==> src/rtl/gamma_fix_2_2_rom_if.sv <==
// Address/data bundle for the gamma 2.2 lookup ROM.
// The master presents sample codes; the slave (ROM) returns corrected codes.
interface gamma_fix_2_2_rom_if #(
  parameter int unsigned ADDR_WIDTH = 8,
  parameter int unsigned DATA_WIDTH = 8
);
  logic [ADDR_WIDTH-1:0] addr;
  logic [DATA_WIDTH-1:0] rd_data;

  modport master (
    output addr,
    input  rd_data
  );

  modport slave (
    input  addr,
    output rd_data
  );
endinterface

==> src/rtl/gamma_fix_2_2_rom.sv <==
// Fixed display-gamma 2.2 ROM: rd_data = round(255 * (addr/255)^(1/2.2)).
// Registered address and registered output, always reading, full throughput.
module gamma_fix_2_2_rom #(
  parameter int unsigned ADDR_WIDTH = 8,
  parameter int unsigned DATA_WIDTH = 8,
  parameter int unsigned OUTPUT_REG = 1
) (
  input  logic                   clk,
  input  logic                   rst,
  gamma_fix_2_2_rom_if.slave     bus
);

  // Entry[a] = round-half-up(255 * (a/255)^(1/2.2)); only the 8x8 geometry is populated.
  localparam logic [DATA_WIDTH-1:0] LUT [2**ADDR_WIDTH] = '{
    8'd0,   8'd21,  8'd28,  8'd34,  8'd39,  8'd43,  8'd46,  8'd50,  8'd53,  8'd56,  8'd59,  8'd61,  8'd64,  8'd66,  8'd68,  8'd70,
    8'd72,  8'd74,  8'd76,  8'd78,  8'd80,  8'd82,  8'd84,  8'd85,  8'd87,  8'd89,  8'd90,  8'd92,  8'd93,  8'd95,  8'd96,  8'd98,
    8'd99,  8'd101, 8'd102, 8'd103, 8'd105, 8'd106, 8'd107, 8'd109, 8'd110, 8'd111, 8'd112, 8'd114, 8'd115, 8'd116, 8'd117, 8'd118,
    8'd119, 8'd120, 8'd122, 8'd123, 8'd124, 8'd125, 8'd126, 8'd127, 8'd128, 8'd129, 8'd130, 8'd131, 8'd132, 8'd133, 8'd134, 8'd135,
    8'd136, 8'd137, 8'd138, 8'd139, 8'd140, 8'd141, 8'd142, 8'd143, 8'd144, 8'd144, 8'd145, 8'd146, 8'd147, 8'd148, 8'd149, 8'd150,
    8'd151, 8'd151, 8'd152, 8'd153, 8'd154, 8'd155, 8'd156, 8'd156, 8'd157, 8'd158, 8'd159, 8'd160, 8'd160, 8'd161, 8'd162, 8'd163,
    8'd164, 8'd164, 8'd165, 8'd166, 8'd167, 8'd167, 8'd168, 8'd169, 8'd170, 8'd170, 8'd171, 8'd172, 8'd173, 8'd173, 8'd174, 8'd175,
    8'd175, 8'd176, 8'd177, 8'd178, 8'd178, 8'd179, 8'd180, 8'd180, 8'd181, 8'd182, 8'd182, 8'd183, 8'd184, 8'd184, 8'd185, 8'd186,
    8'd186, 8'd187, 8'd188, 8'd188, 8'd189, 8'd190, 8'd190, 8'd191, 8'd192, 8'd192, 8'd193, 8'd194, 8'd194, 8'd195, 8'd195, 8'd196,
    8'd197, 8'd197, 8'd198, 8'd199, 8'd199, 8'd200, 8'd200, 8'd201, 8'd202, 8'd202, 8'd203, 8'd203, 8'd204, 8'd205, 8'd205, 8'd206,
    8'd206, 8'd207, 8'd207, 8'd208, 8'd209, 8'd209, 8'd210, 8'd210, 8'd211, 8'd212, 8'd212, 8'd213, 8'd213, 8'd214, 8'd214, 8'd215,
    8'd215, 8'd216, 8'd217, 8'd217, 8'd218, 8'd218, 8'd219, 8'd219, 8'd220, 8'd220, 8'd221, 8'd221, 8'd222, 8'd223, 8'd223, 8'd224,
    8'd224, 8'd225, 8'd225, 8'd226, 8'd226, 8'd227, 8'd227, 8'd228, 8'd228, 8'd229, 8'd229, 8'd230, 8'd230, 8'd231, 8'd231, 8'd232,
    8'd232, 8'd233, 8'd233, 8'd234, 8'd234, 8'd235, 8'd235, 8'd236, 8'd236, 8'd237, 8'd237, 8'd238, 8'd238, 8'd239, 8'd239, 8'd240,
    8'd240, 8'd241, 8'd241, 8'd242, 8'd242, 8'd243, 8'd243, 8'd244, 8'd244, 8'd245, 8'd245, 8'd246, 8'd246, 8'd247, 8'd247, 8'd248,
    8'd248, 8'd249, 8'd249, 8'd249, 8'd250, 8'd250, 8'd251, 8'd251, 8'd252, 8'd252, 8'd253, 8'd253, 8'd254, 8'd254, 8'd255, 8'd255
  };

  logic [ADDR_WIDTH-1:0] addr_q;

  always_ff @(posedge clk or posedge rst) begin
    if (rst) begin
      addr_q <= '0;
    end else begin
      addr_q <= bus.addr;
    end
  end

  generate
    if (OUTPUT_REG != 0) begin : g_oreg
      logic [DATA_WIDTH-1:0] rd_q;

      always_ff @(posedge clk or posedge rst) begin
        if (rst) begin
          rd_q <= '0;
        end else begin
          rd_q <= LUT[addr_q];
        end
      end

      assign bus.rd_data = rd_q;
    end else begin : g_comb
      assign bus.rd_data = LUT[addr_q];
    end
  endgenerate

endmodule

==> src/flat_wrapper.sv <==
// flat-port wrapper written by rule: the top's interface ports become plain ports
module gamma_fix_2_2_rom_flat 
#(
  parameter int unsigned ADDR_WIDTH = 8,
  parameter int unsigned DATA_WIDTH = 8,
  parameter int unsigned OUTPUT_REG = 1
)
  (clk, rst, bus_addr, bus_rd_data);
  gamma_fix_2_2_rom_if #(.ADDR_WIDTH(ADDR_WIDTH), .DATA_WIDTH(DATA_WIDTH)) bus_i ();
  input  logic clk;
  input  logic rst;
  input wire logic [$bits(bus_i.addr)-1:0] bus_addr;
  output wire logic [$bits(bus_i.rd_data)-1:0] bus_rd_data;
  assign bus_i.addr = bus_addr;
  assign bus_rd_data = bus_i.rd_data;
  gamma_fix_2_2_rom #(.ADDR_WIDTH(ADDR_WIDTH), .DATA_WIDTH(DATA_WIDTH), .OUTPUT_REG(OUTPUT_REG)) u_core (.clk(clk), .rst(rst), .bus(bus_i));
endmodule
==> config.mk <==
export PLATFORM = sky130hd
export DESIGN_NAME = gamma_fix_2_2_rom_flat
export DESIGN_NICKNAME = d
export VERILOG_FILES = /design/src/rtl/gamma_fix_2_2_rom_if.sv /design/src/rtl/gamma_fix_2_2_rom.sv /design/src/flat_wrapper.sv
export SDC_FILE = /design/constraint.sdc
export NUM_CORES = 1
export LEC_CHECK = 0
export ABC_CLOCK_PERIOD_IN_PS = 2600
export CAP_MARGIN = 20
export CELL_PAD_IN_SITES_DETAIL_PLACEMENT = 1
export CELL_PAD_IN_SITES_GLOBAL_PLACEMENT = 1
export CORE_UTILIZATION = 38
export DETAILED_ROUTE_END_ITERATION = 7
export GPL_ROUTABILITY_DRIVEN = 0
export PLACE_DENSITY_LB_ADDON = 0.1
export SKIP_LAST_GASP = 1
export SYNTH_ARGS = -nofsm -noshare
export SYNTH_HDL_FRONTEND = slang
export SYNTH_SLANG_ARGS = --single-unit
==> constraint.sdc <==
create_clock -name clk -period 2.6 [get_ports clk]
set_input_delay 0.78 -clock clk [delete_from_list [all_inputs] [get_ports clk]]
set_output_delay 0.78 -clock clk [all_outputs]
set_load 0.05 [all_outputs]
==> qor.txt <==
STATUS
---------------------------------------------------------------------------------------
Run status                                                                 complete, no violations

WORST HOLD PATH
---------------------------------------------------------------------------------------
Launch instance of the worst min-delay path                                u_core.addr_q[7]$_DFF_PP0_
Hold crit path type                                                        flip-flop to flip-flop

GLOBAL ROUTE
---------------------------------------------------------------------------------------
Antenna violations before repair                                                      0
Combined global-route utilization of all metal layers                             27.4%
Largest net degree at the start of global routing                                    37
Grt ovf                                                                               0
Global-route wire length before repair                                     12500 microns
Vias in the first global route                                                     2318

SYNTHESIS
---------------------------------------------------------------------------------------
Top cells by count, synth                                                  sky130_fd_sc_hd__a21oi_1 (26), sky130_fd_sc_hd__nand2_1 (26), sky130_fd_sc_hd__nor2_1 (22)
Post-synthesis net count                                                            304
Area of the mapped netlist                                                   2080 sq um
Fraction of synthesis flops using an asynchronous set or reset pin                 100%
Mean cell area of the mapped netlist                                         7.39 sq um
Gate count after technology mapping                                                 282
Share of the synthesized area in the top cell type                                19.2%
Top area cells in the synthesized netlist                                  sky130_fd_sc_hd__dfrtp_1 (19%), sky130_fd_sc_hd__ha_1 (7.2%), sky130_fd_sc_hd__a21oi_1 (6.2%)
Total of flip-flops plus latches after synthesis                                     16
Post-synth EDFFs                                                                      0
Count of unique library cells instantiated by Yosys                                  54
Library cell occupying the most area in the post-synthesis netlist         sky130_fd_sc_hd__dfrtp_1
Number of warnings reported in the yosys synthesis log                                0
Leading register cell type out of synthesis                                sky130_fd_sc_hd__dfrtp_1
Post-synthesis sequential area ratio                                              19.2%

CLOCK NETWORK
---------------------------------------------------------------------------------------
Post-CTS Setup Repair Bufs                                                            0
Total number of clock tree sinks                                                     16
Number of levels in the clock H-tree                                                  1
TritonCTS buffer count                                                                3
TritonCTS clock tree                                                               done
Buffer depth of the longest clock path                                                2
Gates resized, CTS repair                                                             0
Number of hold buffers added after cts                                                0
Clock slew seen by the registers of the worst setup and hold paths                80 ps
Library cell used as clock root buffer                                     sky130_fd_sc_hd__clkbuf_8
Clock network latency to the later pin of the worst-skew pair                    260 ps

ROUTE
---------------------------------------------------------------------------------------
Number of nets still failing antenna checks after routing                             0
Average wire per standard cell                                             21.2 microns
Number of vias per cell after detailed routing                                     6.58
Final routed DRC violation total                                                      0
First-pass iteration count of the detailed router                                     4
Number of vias in the routed layout                                                2368
Routed Wire Length                                                         7640 microns
Number of violations reported at the end of detailed-routing iteration 0            152

STA
---------------------------------------------------------------------------------------
Final Skew                                                                      11.9 ps
Time the worst path needs with I/O delays and setup                             2310 ps
Setup repair after global routing missed its margin                               false
Actual transition at the worst max-transition pin                                730 ps
Fin Setup TNS                                                                      0 ps
Worst path setup slack after routing                                             289 ps
Tightest slew margin relative to the limit                                        51.3%
Highest attainable clock frequency                                              433 MHz
Number of setup violations in the final report                                        0
Max Slew Vio Count                                                                    0
Final critical-path share of the clock period                                     88.9%
Endpoints failing hold                                                                0

FINAL LAYOUT
---------------------------------------------------------------------------------------
Antenna cells                                                                         0
# nets final                                                                        313
Post-route cell area                                                         2350 sq um
Number of filler instances in the final layout                                      660
Proportion of layout cells with a drive suffix above 1                            9.66%
Area Overhead vs Synth                                                            12.7%

CRITICAL PATH
---------------------------------------------------------------------------------------
Largest delay share family, worst path                                     compound AO/OA/AOI/OAI gates
Bufs and invs on worst path                                                           1
Worst Path Required                                                             2770 ps
Arr. time, crit path                                                            2480 ps
Type of destination of the critical path                                      flip-flop
Worst path max stage delay                                                       540 ps
Max Fanout on Critical Path                                                          12
Crit Path Class                                                            flip-flop to flip-flop
Cell at the slowest stage of the critical path                             sky130_fd_sc_hd__dfrtp_1
Start point of the critical path                                           u_core.addr_q[0]$_DFF_PP0_
Start of the worst register-to-register path                               u_core.addr_q[0]$_DFF_PP0_
CP cell instances                                                          inv_1, ha_1, nand2b_1, a311oi_2, nor4_1, a311o_1, o32ai_1
Startpoint kind of the worst setup timing path                                flip-flop

DIE
---------------------------------------------------------------------------------------
Initial Utilization                                                               40.0%
Die area                                                                     5790 sq um
Die Width                                                                  76.1 microns
Count of pins on the block boundary                                                  18
Height of the die                                                          76.1 microns
Row Count                                                                            26
Core region area                                                             5200 sq um

PLACE
---------------------------------------------------------------------------------------
Count of input and output buffers                                                    17
Post-placement worst setup slack                                                 327 ps
Area after DPL                                                               2290 sq um
Hpwl dp                                                                    5510 microns

POWER
---------------------------------------------------------------------------------------
Power density of the placed cells                                           395 nW/um^2
Leakage dissipation                                                            0.919 nW
Highest ir drop seen on vdd                                                  0.000239 V

FLOW RUN
---------------------------------------------------------------------------------------
MaxCap Viol Count                                                                     0

==> metrics by stage <==
stage                     utilization, %  hold slack (ps)  power, W  cells
final                               45.1              796  0.000928    360
after global routing                45.1              826  0.000980    360
after CTS                           45.1              780  0.000932    360
after detailed placement            44.1              743  0.000686    356
after global placement              44.1              744  0.000683    356
after floorplan                        -              574  0.000568    282
==> report_power, final <==
part | internal (W) | switching [W]
Sequential | 0.000269 | 0.0000266
Combinational | 0.000147 | 0.000244
Clock | 0.000135 | 0.000107
==> metal layers <==
| layer | up-vias | part of all wire, % | GRT usage (%) |
|---|---|---|---|
| li1 | 1072 | - | - |
| met5 | - | 0 | 0 |
| met4 | 0 | 2.2 | 8.85 |
| met2 | 83 | 47 | 45.7 |
| met1 | 1199 | 46 | 36.5 |
| met3 | 14 | 5.2 | 3.71 |
==> registers in the layout, indices dropped and copies added (netlist names) <==
| name | count |
|---|---|
| u_core.addr_q | 8 |
| u_core.bus.rd_data | 8 |
==> kinds of logic (layout without fill, tap and decap cells) <==
family          Yosys count  count (layout)  synth area share [%]
compound gates          114             114                  38.1
simple gates             89              89                  20.5
buf+inv                  41              49                  10.3
flops                    16              16                  19.2
fa+ha+maj                12              12                  7.20
mux                       7               7                  3.48
xor+xnor                  3               3                  1.26
==> final cells by class <==
class                      count  area, sq um  area share (%)
clock buffer                   4         55.1            2.34
inverter                      12         45.0            1.92
multi-input combinational    225         1470            62.6
sequential                    16          402            17.1
tap                           70         87.6            3.73
timing repair buffer          33          290            12.4
==> final timing paths <==
path	to	slack, ps	cells past startpoint
setup reg to reg	u_core.bus.rd_data[1]$_DFF_PP0_	290	7
min in group asynchronous	u_core.bus.rd_data[0]$_DFF_PP0_	940	2
hold reg to reg	u_core.bus.rd_data[1]$_DFF_PP0_	800	3
hold / removal	u_core.bus.rd_data[1]$_DFF_PP0_	800	3
max in group asynchronous	u_core.addr_q[3]$_DFF_PP0_	1150	2
setup / recovery	u_core.bus.rd_data[1]$_DFF_PP0_	290	7
==> worst register-to-register path, stage by stage, from the launching register on <==
cell	delay [ps]
sky130_fd_sc_hd__dfrtp_1	540
sky130_fd_sc_hd__inv_1	140
sky130_fd_sc_hd__ha_1	500
sky130_fd_sc_hd__nand2b_1	240
sky130_fd_sc_hd__a311oi_2	280
sky130_fd_sc_hd__nor4_1	90
sky130_fd_sc_hd__a311o_1	350
sky130_fd_sc_hd__o32ai_1	100
==> cell usage in the layout (no fill, tap or decap), types with 8 or more instances in the layout <==
cell type,Yosys,layout
sky130_fd_sc_hd__nand2b_1,8,8
sky130_fd_sc_hd__clkdlybuf4s50_1,0,17
sky130_fd_sc_hd__dfrtp_1,16,15
sky130_fd_sc_hd__a21oi_1,26,26
sky130_fd_sc_hd__nor2_1,22,22
sky130_fd_sc_hd__buf_4,6,16
sky130_fd_sc_hd__nor2b_1,9,9
sky130_fd_sc_hd__ha_1,12,12
sky130_fd_sc_hd__o21ai_0,18,18
sky130_fd_sc_hd__nand2_1,26,26
sky130_fd_sc_hd__inv_1,12,12
No activity file was read; power rests on OpenSTA's default activity.
